### src/rtl/sfq_cells_pkg.sv
// Shared definitions for the SFQ readout cells: holding-FSM states,
// counter width and a constant log2 helper for parameter checks.
package sfq_cells_pkg;

   localparam int CNT_W = 5;

   typedef enum logic {
      ST_EMPTY = 1'b0,
      ST_FULL  = 1'b1
   } hold_state_t;

   function automatic int clog2(input int unsigned value);
      int unsigned x;
      int          r;
      x = (value > 0) ? value - 1 : 0;
      r = 0;
      while (x != 0) begin
         x = x >> 1;
         r = r + 1;
      end
      return r;
   endfunction

endpackage

### src/rtl/sfq_tgl_edge.sv
// Converts a toggle-encoded SFQ line into a one-cycle pulse per transition.
// The level seen during reset is captured so it never reads as a pulse.
module sfq_tgl_edge (
   input  logic clk,
   input  logic rst,
   input  logic tgl_i,
   output logic pulse_o
);

   logic prev;

   always_ff @(posedge clk) begin
      prev <= tgl_i;
   end

   assign pulse_o = rst ? 1'b0 : (tgl_i ^ prev);

endmodule

### src/rtl/sfq_or_deser.sv
// Deserialises the toggle-encoded SFQ OR output into WIDTH-bit words and
// offers each completed word on a valid/ready handshake with overrun flag.
module sfq_or_deser
   import sfq_cells_pkg::*;
#(
   parameter int WIDTH     = 8,
   parameter bit MSB_FIRST = 1'b0
) (
   input  logic             clk,
   input  logic             rst,
   input  logic             sfq_in,
   input  logic             sample_en,
   output logic [WIDTH-1:0] word_o,
   output logic             word_valid,
   input  logic             word_ready,
   output logic [4:0]       bit_cnt,
   output logic             overrun
);

   // Legal WIDTH is 2..32; anything wider than the counter can count is clamped.
   localparam bit WIDTH_OK = (WIDTH >= 2) && (clog2(WIDTH) <= CNT_W);
   localparam logic [CNT_W-1:0] LAST = WIDTH_OK ? CNT_W'(WIDTH - 1) : '1;

   hold_state_t      state, state_next;
   logic             pulse;
   logic [WIDTH-1:0] sr, sr_next;
   logic [CNT_W-1:0] cnt;
   logic             complete;
   logic             load;
   logic             overrun_set;

   sfq_tgl_edge u_edge (
      .clk     (clk),
      .rst     (rst),
      .tgl_i   (sfq_in),
      .pulse_o (pulse)
   );

   always_comb begin
      sr_next = sr;
      if (MSB_FIRST) begin
         sr_next = {sr[WIDTH-2:0], pulse};
      end else begin
         sr_next = {pulse, sr[WIDTH-1:1]};
      end
   end

   assign complete = sample_en && (cnt == LAST);

   always_ff @(posedge clk) begin
      if (rst) begin
         state <= ST_EMPTY;
      end else begin
         state <= state_next;
      end
   end

   always_comb begin
      state_next  = state;
      load        = 1'b0;
      overrun_set = 1'b0;
      unique case (state)
         ST_EMPTY: begin
            if (complete) begin
               load       = 1'b1;
               state_next = ST_FULL;
            end
         end
         ST_FULL: begin
            if (word_ready) begin
               // Accept and refill in one cycle keeps back-to-back words bubble-free.
               if (complete) begin
                  load = 1'b1;
               end else begin
                  state_next = ST_EMPTY;
               end
            end else if (complete) begin
               overrun_set = 1'b1;
            end
         end
         default: state_next = ST_EMPTY;
      endcase
   end

   always_ff @(posedge clk) begin
      if (rst) begin
         sr      <= '0;
         cnt     <= '0;
         word_o  <= '0;
         overrun <= 1'b0;
      end else begin
         if (sample_en) begin
            sr  <= sr_next;
            cnt <= complete ? '0 : cnt + 1'b1;
         end
         if (load) begin
            word_o <= sr_next;
         end
         if (overrun_set) begin
            overrun <= 1'b1;
         end
      end
   end

   assign word_valid = (state == ST_FULL);
   assign bit_cnt    = cnt;

endmodule

### config.mk
export PLATFORM = sky130hd
export DESIGN_NAME = sfq_or_deser
export DESIGN_NICKNAME = d
export VERILOG_FILES = /design/src/rtl/sfq_cells_pkg.sv /design/src/rtl/sfq_tgl_edge.sv /design/src/rtl/sfq_or_deser.sv
export SDC_FILE = /design/constraint.sdc
export NUM_CORES = 1
export LEC_CHECK = 0
export CORE_MARGIN = 1
export CORE_UTILIZATION = 50
export CTS_BUF_LIST = sky130_fd_sc_hd__clkbuf_4 sky130_fd_sc_hd__clkbuf_8
export CTS_CLUSTER_SIZE = 24
export DETAILED_ROUTE_END_ITERATION = 12
export GPL_TIMING_DRIVEN = 0
export PLACE_DENSITY = 0.79
export SLEW_MARGIN = 40
export SYNTH_ARGS = -nofsm -noshare
export SYNTH_HDL_FRONTEND = slang
export SYNTH_HIERARCHICAL = 1
export SYNTH_SLANG_ARGS = --single-unit
export TNS_END_PERCENT = 10
### constraint.sdc
create_clock -name clk -period 3.6 [get_ports clk]
set_input_delay 0.72 -clock clk [delete_from_list [all_inputs] [get_ports clk]]
set_output_delay 0.72 -clock clk [all_outputs]
set_load 0.05 [all_outputs]
==> results.json, run 1 <==
{
  "grt_pass1_wl_mm": 2.84,
  "die_x_um": 44.4,
  "critPathKind": "flop to output port",
  "drive_gt1_share_pct": 7.08,
  "cts.clk_slew.worst_paths_ps": 130,
  "critPathTopFamily": "buffers and inverters",
  "startpoint": "bit_cnt[3]",
  "grt_use_total_pct": 20.0,
  "layout.nets": 120,
  "synth.most_common_cell": "dfxtp_1",
  "yosysSeqAreaShare_pct": 51.3,
  "routed_wl_mm": 1.67,
  "max_freq_mhz": 415,
  "synth_flop_cell": "dfxtp_1",
  "fin_crit_ps": 2410,
  "cp_cell_sequence": "clkdlybuf4s50_1",
  "dp.cells": 133,
  "slowest_stage": "clkdlybuf4s50_1",
  "drtPass1Iterations": 4,
  "outcome": "finished clean",
  "synth_area_um2": 898,
  "post-cts-setup-buffers": 0,
  "clockRootBuffer": "clkbuf_4",
  "synth_common_cells": "dfxtp_1 (23), nand2_1 (17), mux2i_1 (15)",
  "synth_seq_cells": 23,
  "leakage_nw": 0.408,
  "hold_viol": 0,
  "cts_resized": 0,
  "synth_nets": 96,
  "crit_path_end_kind": "output port",
  "cts_buffer_depth": 2,
  "async_flop_share_pct": 0,
  "reg2reg_slack_ps": 1890,
  "synth_mux_area_share_pct": 16.7,
  "synth_edf_count": 0,
  "dieArea_mm2": 0.00197,
  "hp-class": "flop to flop",
  "maxSlewHeadroom_pct": 55.0,
  "cpPeakStageDelay_ps": 870,
  "htree_levels": 1,
  "cp_max_fo": 6,
  "ir_drop_mv": 0.319,
  "drt_first_iter_violations": 11,
  "slew_viol_final": 0,
  "rows": 14,
  "initial_core_util_pct": 56.4,
  "tightest_slew_ps": 671,
  "fin_crit_sh_pct": 67.0,
  "areaGrowthSynthToFinish_pct": 27.6,
  "synth_top_family_by_area": "simple AND/OR/NAND/NOR gates",
  "via_per_inst": 4.92,
  "cp-start-kind": "flop",
  "cts_buffers": 3,
  "grt_overflow_total": 0,
  "avgSynthCellArea_um2": 9.98,
  "ant_nets": 0,
  "synth_top_cells_by_area": "dfxtp_1 (51%), mux2i_1 (17%), nand2_1 (7.1%)",
  "powerDensity_mw_per_mm2": 362,
  "synthAdderAreaFrac_pct": 1.39,
  "hold_start": "word_o[2]",
  "rsz0062_at_grt": "false",
  "synth_xor_area_share_pct": 3.90,
  "first_global_vias": 655,
  "drv_cap": 0,
  "cts_hold_buffers": 0,
  "synth_top_area_share_pct": 51.3,
  "wl_per_cell_um": 12.2,
  "synthesis.instances": 90,
  "core_area_mm2": 0.00159,
  "worstPathRequired_ps": 2880,
  "vias": 674,
  "grt_max_degree": 14,
  "synth_top_cell_by_area": "dfxtp_1",
  "clock-sinks": 23,
  "place_congestion": 0.779,
  "r2r-start": "bit_cnt[0]",
  "io_pins": 20,
  "yosysWarnings": 6,
  "path_buf_inv": 1,
  "final.setup.tns_ps": 0,
  "hpwlAfterDp_mm": 1.22,
  "clk_latency_ps": 310,
  "cts_tree": "done",
  "num_antenna_cells": 0,
  "netlist-cell-type-count": 22,
  "route.detailed.drc": 0,
  "synth_compound_area_share_pct": 4.04,
  "finalNonFillerCells": 137,
  "arrival_ps": 1690,
  "finalSetupViolations": 0,
  "antenna_found_initial": 0,
  "die_y_um": 44.4,
  "fin_skew_ps": 12.7,
  "io_buffers": 19,
  "synth-simple-area-share_pct": 20.9
}
[sequential cells by signal, indices dropped and copies added, names as in the netlist]
| signal | flops |
|---|---|
| word_valid | 1 |
| overrun | 1 |
| u_edge/prev | 1 |
| sr | 7 |
| word_o | 8 |
| bit_cnt | 5 |
[through the flow]
step           area [um^2]  hold slack [ps]  util, %  power [mW]  worst slack, ps
2_1_floorplan          898              437        -       0.288             1700
3_5_place_dp          1120              452     70.2       0.301             1230
6_report              1150              466     71.9       0.414             1190
5_1_grt               1150              500     71.9       0.429             1160
3_3_place_gp          1120              441     70.2       0.300             1250
4_1_cts               1150              470     71.9       0.420             1180
[where the power goes]
| group | internal (mW) | switching (mW) | total [mW] |
|---|---|---|---|
| registers | 0.258 | 0.00332 | 0.261 |
| logic | 0.0138 | 0.0203 | 0.0342 |
| clock network | 0.0415 | 0.0773 | 0.119 |
| total | 0.313 | 0.101 | 0.414 |
[final cells by class]
cell class,instances,area (um^2)
clock buffer,3,22.5
inverter,1,3.75
timing repair buffer,19,190
buffer,3,12.5
clock inverter,1,5.00
multi-input combinational,63,422
tap,24,30.0
sequential,23,460
fill,127,448
[final timing paths]
check / end / cells past startpoint
min: word_o[2] / 2
max reg2reg: word_o[0] / 4
min reg2reg: word_o[2] / 2
max: bit_cnt[3] / 1
[placed cells by master (no fill, tap or decap), drive strengths merged]
master	count
o311ai	1
clkinv	2
nor3	2
a31o	1
o22ai	1
nand3	1
nand3b	1
nor2	10
mux2i	15
nor2b	2
o21a	1
nor4	1
xnor2	1
nand4	2
ha	1
nand2	17
clkbuf	5
xor2	3
dfxtp	23
buf	1
clkdlybuf4s50	19
a21oi	1
nand2b	2
[metal layers]
metal / global-route usage [%] / share of wire [%] / routed length (um)
met5: 0 / 0 / 0
met4: 10.9 / 1.6 / 26
met3: 2.45 / 2.4 / 40
met2: 32.4 / 47 / 789
met1: 25.8 / 49 / 808
[cell families after synthesis]
kind of cell | after synthesis
simple gates | 38
flops | 23
mux | 15
compound gates | 5
xor+xnor | 4
buf+inv | 4
fa+ha+maj | 1
No activity file was read; power rests on OpenSTA's default activity.
==> inputs of run 2 (changes only) <==
--- a/config.mk
+++ b/config.mk
@@ -6,12 +6,12 @@
 export NUM_CORES = 1
 export LEC_CHECK = 0
 export CORE_MARGIN = 1
-export CORE_UTILIZATION = 50
+export CORE_UTILIZATION = 46
 export CTS_BUF_LIST = sky130_fd_sc_hd__clkbuf_4 sky130_fd_sc_hd__clkbuf_8
 export CTS_CLUSTER_SIZE = 24
 export DETAILED_ROUTE_END_ITERATION = 12
 export GPL_TIMING_DRIVEN = 0
-export PLACE_DENSITY = 0.79
+export PLACE_DENSITY = 0.77
 export SLEW_MARGIN = 40
 export SYNTH_ARGS = -nofsm -noshare
 export SYNTH_HDL_FRONTEND = slang
==> constraint.sdc (replaced) <==
create_clock -name clk -period 2.2 [get_ports clk]
set_input_delay 0.44 -clock clk [delete_from_list [all_inputs] [get_ports clk]]
set_output_delay 0.44 -clock clk [all_outputs]
set_load 0.05 [all_outputs]
==> run 2 against run 1 <==
Critical path depth did not move. Setup slack worse by 1100 ps. Power grew 63%. Wire length fell by 2.3%. Via count up 5.5%. Clock-buffer cell count is the same. Sequential share of layout area barely moved. Non-clock buffer count did not move. Final cell count grew 0.73%. Global-route usage decreased by 1.8 points. Core utilization down 7.5 points. Critical path type unchanged. Highest routed layer unchanged.
==> results.json, run 2 (synthesis results as in run 1) <==
{
  "io_buffers": 19,
  "powerDensity_mw_per_mm2": 589,
  "fin_util_pct": 64.4,
  "cts_buffers": 3,
  "initial_core_util_pct": 50.4,
  "layout.nets": 120,
  "final.setup.tns_ps": 0,
  "multi_input_area_um2": 422,
  "dieArea_mm2": 0.00213,
  "rows": 15,
  "htree_levels": 1,
  "maxSlewHeadroom_pct": 52.7,
  "layout_common_cells": "dfxtp_1 (23), clkdlybuf4s50_1 (19), nand2_1 (17)",
  "p_comb_share_pct": 8.5,
  "drt_first_iter_violations": 12,
  "route.detailed.drc": 0,
  "grt_pass1_wl_mm": 2.77,
  "fin_skew_ps": 2.99,
  "seqPwrFrac_pct": 63.4,
  "arrival_ps": 1650,
  "via_per_inst": 5.15,
  "switching_share_pct": 24.1,
  "place_congestion": 0.682,
  "path_buf_inv": 1,
  "hpwlAfterDp_mm": 1.18,
  "clockRootBuffer": "clkbuf_4",
  "leakage_nw": 0.408,
  "grt_overflow_total": 0,
  "rsz0062_at_grt": "false",
  "fin_total_pwr_mw": 0.675,
  "regMostFlops": "word_o",
  "cts_tree": "done",
  "ant_nets": 0,
  "drv_cap": 0,
  "grt_max_degree": 14,
  "critPathKind": "flop to output port",
  "clock-sinks": 23,
  "slowest_stage": "clkdlybuf4s50_1",
  "die_y_um": 46.2,
  "hold_viol": 0,
  "cts.clk_slew.worst_paths_ps": 130,
  "grt_use_total_pct": 18.2,
  "fin_crit_sh_pct": 95.2,
  "post-cts-setup-buffers": 0,
  "wl_per_cell_um": 11.8,
  "max_freq_mhz": 477,
  "critPathTopFamily": "buffers and inverters",
  "routed_wl_mm": 1.63,
  "fin_crit_ps": 2090,
  "cts_resized": 0,
  "slew_viol_final": 0,
  "finalSetupViolations": 0,
  "p_clk_share_pct": 28.1,
  "num_antenna_cells": 0,
  "areaGrowthSynthToFinish_pct": 27.7,
  "io_pins": 20,
  "tightest_slew_ps": 704,
  "cts_hold_buffers": 0,
  "hp-class": "flop to flop",
  "die_x_um": 46.2,
  "switching_power_mw": 0.162,
  "antenna_found_initial": 0,
  "worstPathRequired_ps": 1760,
  "ir_drop_mv": 0.299,
  "drive_gt1_share_pct": 7.08,
  "outcome": "finished clean",
  "cp_cell_sequence": "clkdlybuf4s50_1",
  "cts_buffer_depth": 2,
  "cp-start-kind": "flop",
  "crit_path_end_kind": "output port",
  "nFillCells": 165,
  "layout_commonest_cell": "dfxtp_1",
  "clk_latency_ps": 300,
  "cp_max_fo": 6,
  "core_area_mm2": 0.00178,
  "power.internal_mw": 0.513,
  "vias": 711,
  "largest_register_ffs": 8,
  "first_global_vias": 656,
  "ff_latch_area_um2": 460,
  "drtPass1Iterations": 4,
  "cpPeakStageDelay_ps": 860
}
-- run 2: cell counts in the layout (fill, tap and decap cells not counted) --
Identical to the previous run, type by type.
-- run 2: power by group through the flow --
stage / clock, mW / combinational, mW / sequential, mW
after floorplan: 0 / 0.0239 / 0.447
after global placement: 0 / 0.0557 / 0.437
after detailed placement: 0 / 0.0569 / 0.437
after CTS: 0.199 / 0.0573 / 0.428
after global routing: 0.216 / 0.0610 / 0.429
final: 0.190 / 0.0573 / 0.428
-- run 2: path summary, 6_finish.rpt --
| check | startpoint | to | slack [ps] | cells past startpoint |
|---|---|---|---|---|
| setup / recovery | bit_cnt[3] | bit_cnt[3] | 110 | 1 |
| hold / removal | word_o[3] | word_o[3] | 470 | 2 |
| setup reg to reg | bit_cnt[0] | word_o[4] | 440 | 4 |
| hold reg to reg | word_o[3] | word_o[3] | 470 | 2 |
-- run 2: metal layers --
metal	share of wire (%)	GRT usage, %
met1	47	21.9
met2	48	32.4
met3	3.5	3.53
met4	0.74	5.29
met5	0	0
-- run 2: area by class of cell --
| class | count | share of cell area (%) |
|---|---|---|
| repair buffers | 19 | 16.6 |
| inverters | 1 | 0.327 |
| clock buffers | 3 | 1.96 |
| well taps | 25 | 2.73 |
| clock inverters | 1 | 0.436 |
| plain buffers | 3 | 1.09 |
| flip-flops and latches | 23 | 40.1 |
| multi-input cells | 63 | 36.8 |
-- run 2: tightest hold or removal path, stage by stage (launching register included) --
cell	delay [ps]
dfxtp_1	330
nand2_1	50
mux2i_1	50
-- run 2: through the flow --
step / setup WS, ps / cells / hold WS (ps) / instance area [um^2]
6_report: 105 / 138 / 466 / 1150
5_1_grt: 50.0 / 138 / 491 / 1150
3_5_place_dp: 26.0 / 134 / 445 / 1120
2_1_floorplan: 303 / 90 / 437 / 898
4_1_cts: 91.8 / 138 / 471 / 1150
3_3_place_gp: 82.1 / 134 / 440 / 1120
==> inputs of run 3 (changes only) <==
--- a/config.mk
+++ b/config.mk
@@ -5,13 +5,14 @@
 export SDC_FILE = /design/constraint.sdc
 export NUM_CORES = 1
 export LEC_CHECK = 0
+export ABC_AREA = 1
 export CORE_MARGIN = 1
-export CORE_UTILIZATION = 46
+export CORE_UTILIZATION = 31
 export CTS_BUF_LIST = sky130_fd_sc_hd__clkbuf_4 sky130_fd_sc_hd__clkbuf_8
 export CTS_CLUSTER_SIZE = 24
 export DETAILED_ROUTE_END_ITERATION = 12
 export GPL_TIMING_DRIVEN = 0
-export PLACE_DENSITY = 0.77
+export HOLD_SLACK_MARGIN = 0.08
 export SLEW_MARGIN = 40
 export SYNTH_ARGS = -nofsm -noshare
 export SYNTH_HDL_FRONTEND = slang
==> run 3 against run 2 <==
Die area increased by 68%. Synthesized area increased by 16%. Clock skew rose by 1.1 ps. Power up 5.0%. Clock power rose by 7%. Final cell count grew 48%. Global-route usage down 5.4 points. Sequential share of layout area is 4.8 points lower. Critical path depth is the same. Setup slack improved by 99 ps. Register-to-register slack gained 480 ps. Highest routed layer unchanged.
==> results.json, run 3 <==
{
  "outcome": "finished clean",
  "first_global_vias": 771,
  "cts_hold_buffers": 0,
  "synth_top_area_share_pct": 44.3,
  "die_y_um": 59.9,
  "place_ws_ps": 539,
  "post-cts-setup-buffers": 0,
  "cpPeakStageDelay_ps": 830,
  "synthesis.instances": 138,
  "dp.cells": 200,
  "grt_use_total_pct": 12.8,
  "io_buffers": 18,
  "fin_crit_sh_pct": 90.7,
  "finalSetupViolations": 0,
  "leakage_nw": 0.572,
  "p_clk_share_pct": 28.8,
  "drt_first_iter_violations": 19,
  "grt_overflow_total": 0,
  "switching_power_mw": 0.171,
  "crit_path_end_kind": "output port",
  "fin_total_pwr_mw": 0.709,
  "synth.most_common_cell": "inv_1",
  "cts_buffer_depth": 2,
  "regMostFlops": "word_o",
  "largest_register_ffs": 8,
  "synth_common_cells": "inv_1 (28), nand2_1 (26), dfxtp_1 (23)",
  "htree_levels": 1,
  "synth_area_mm2": 0.00104,
  "grt_pass1_wl_mm": 3.37,
  "worstPathRequired_ps": 1760,
  "drv_cap": 0,
  "clock-sinks": 23,
  "wl_met1_um": 848,
  "layout.nets": 167,
  "hold_viol": 0,
  "placed_cell_area_mm2": 0.00127,
  "finalNonFillerCells": 204,
  "yosysWarnings": 6,
  "fin_crit_ps": 2000,
  "layout_commonest_cell": "inv_1",
  "synth_nets": 144,
  "met2WireLength_um": 882,
  "tightest_slew_ps": 500,
  "ant_nets": 0,
  "rsz0062_at_grt": "false",
  "vias": 870,
  "drive_gt1_share_pct": 12.5,
  "synth_top_cell_by_area": "dfxtp_1",
  "netlist-cell-type-count": 23,
  "p_comb_share_pct": 9.6,
  "cp-start-kind": "flop",
  "place_congestion": 0.730,
  "wl_per_cell_um": 9.18,
  "max_freq_mhz": 501,
  "cp_cell_sequence": "clkdlybuf4s50_1",
  "core_area_mm2": 0.00313,
  "route.detailed.drc": 0,
  "stdcell_area_mm2": 0.00130,
  "rows": 20,
  "seqPwrFrac_pct": 61.6,
  "via_per_inst": 4.26,
  "cp_max_fo": 4,
  "power.internal_mw": 0.538,
  "async_flop_share_pct": 0,
  "layout_common_cells": "inv_1 (28), nand2_1 (26), dfxtp_1 (23)",
  "path_buf_inv": 1,
  "critPathKind": "flop to output port",
  "setup_ws_ps": 205,
  "arrival_ps": 1560,
  "clockRootBuffer": "clkbuf_4",
  "die_x_um": 59.9,
  "num_antenna_cells": 0,
  "routed_wl_mm": 1.87,
  "cts_resized": 0,
  "areaGrowthSynthToFinish_pct": 25.5,
  "hpwlAfterDp_mm": 1.39,
  "wl_met3_um": 114,
  "ir_drop_mv": 0.220,
  "avgSynthCellArea_um2": 7.53,
  "synth_top_cells_by_area": "dfxtp_1 (44%), inv_1 (10%), nand2_1 (9.4%)",
  "top_layer": "met4",
  "grt_max_degree": 13,
  "powerDensity_mw_per_mm2": 544,
  "fin_skew_ps": 4.09,
  "io_pins": 20,
  "clk_latency_ps": 300,
  "drtPass1Iterations": 4,
  "synth_seq_cells": 23,
  "critPathTopFamily": "buffers and inverters",
  "initial_core_util_pct": 33.2,
  "synth_flop_cell": "dfxtp_1",
  "cts_buffers": 3,
  "cts_tree": "done",
  "switching_share_pct": 24.1,
  "final.setup.tns_ps": 0,
  "hp-class": "primary input to flop",
  "dieArea_mm2": 0.00359,
  "slew_viol_final": 0,
  "synth_edf_count": 0,
  "yosysSeqAreaShare_pct": 44.3,
  "cts.clk_slew.worst_paths_ps": 120,
  "antenna_found_initial": 0,
  "slowest_stage": "clkdlybuf4s50_1",
  "maxSlewHeadroom_pct": 66.5
}
-- run 3: cell types whose count changed in the layout (fill, tap and decap cells not counted), moves of 3 or more --
cell | previous run | this run
a21oi_1 | 1 | 9
nand2_1 | 17 | 26
xor2_1 | 3 | 0
nand4_1 | 2 | 8
nor2_1 | 10 | 14
o21ai_0 | 0 | 7
mux2i_1 | 15 | 0
inv_1 | 0 | 28
inv_2 | 0 | 3
-- run 3: cell families (layout without fill, tap and decap cells) --
family	count (synthesis)	in the layout	synth area share (%)
buffers and inverters	37	59	15.5
flip-flops	23	23	44.3
adder cells (fa/ha/maj)	1	1	1.20
AND/OR/NAND/NOR	57	57	28.6
XOR/XNOR	1	1	0.844
AO/OA/AOI/OAI	19	19	9.52
-- run 3: layout make-up --
cell class,count,area [um^2]
buffer,6,45.0
clock buffer,4,30.0
fill,335,1820
inverter,31,116
multi-input combinational,78,417
sequential,23,460
tap,44,55.1
timing repair buffer,18,180
-- run 3: path summary, 6_finish.rpt --
| path | start | to | slack (ps) | cells after the start |
|---|---|---|---|---|
| worst min register to register | overrun | overrun | 480 | 2 |
| worst max register to register | bit_cnt[0] | word_o[6] | 920 | 7 |
| worst min-delay path | sample_en | bit_cnt[0] | 450 | 4 |
| worst max-delay path | bit_cnt[3] | bit_cnt[3] | 200 | 1 |
-- run 3: stage by stage --
stage | hold WS [ps] | utilization (%)
3_5_place_dp | 459 | 40.7
5_1_grt | 450 | 41.7
4_1_cts | 429 | 41.7
3_3_place_gp | 448 | 40.7
6_report | 448 | 41.7
2_1_floorplan | 444 | -
-- run 3: power by group through the flow --
| stage | Clock [mW] | Sequential [mW] | Combinational (mW) |
|---|---|---|---|
| after floorplan | 0 | 0.456 | 0.0357 |
| after global placement | 0 | 0.445 | 0.0673 |
| after detailed placement | 0 | 0.446 | 0.0691 |
| after CTS | 0.217 | 0.437 | 0.0692 |
| after global routing | 0.243 | 0.438 | 0.0765 |
| final | 0.204 | 0.437 | 0.0682 |
-- run 3: per-layer routing --
| layer | up-vias | GRT usage (%) |
|---|---|---|
| li1 | 465 | - |
| met1 | 372 | 16.1 |
| met2 | 31 | 20.5 |
| met3 | 2 | 1.95 |
| met4 | 0 | 7.97 |
| met5 | - | 0 |
-- run 3: tightest hold or removal path, cell delays in order --
cell and delay, ps:
buf_6 110, inv_2 50, nand3_1 60, o21ai_1 50
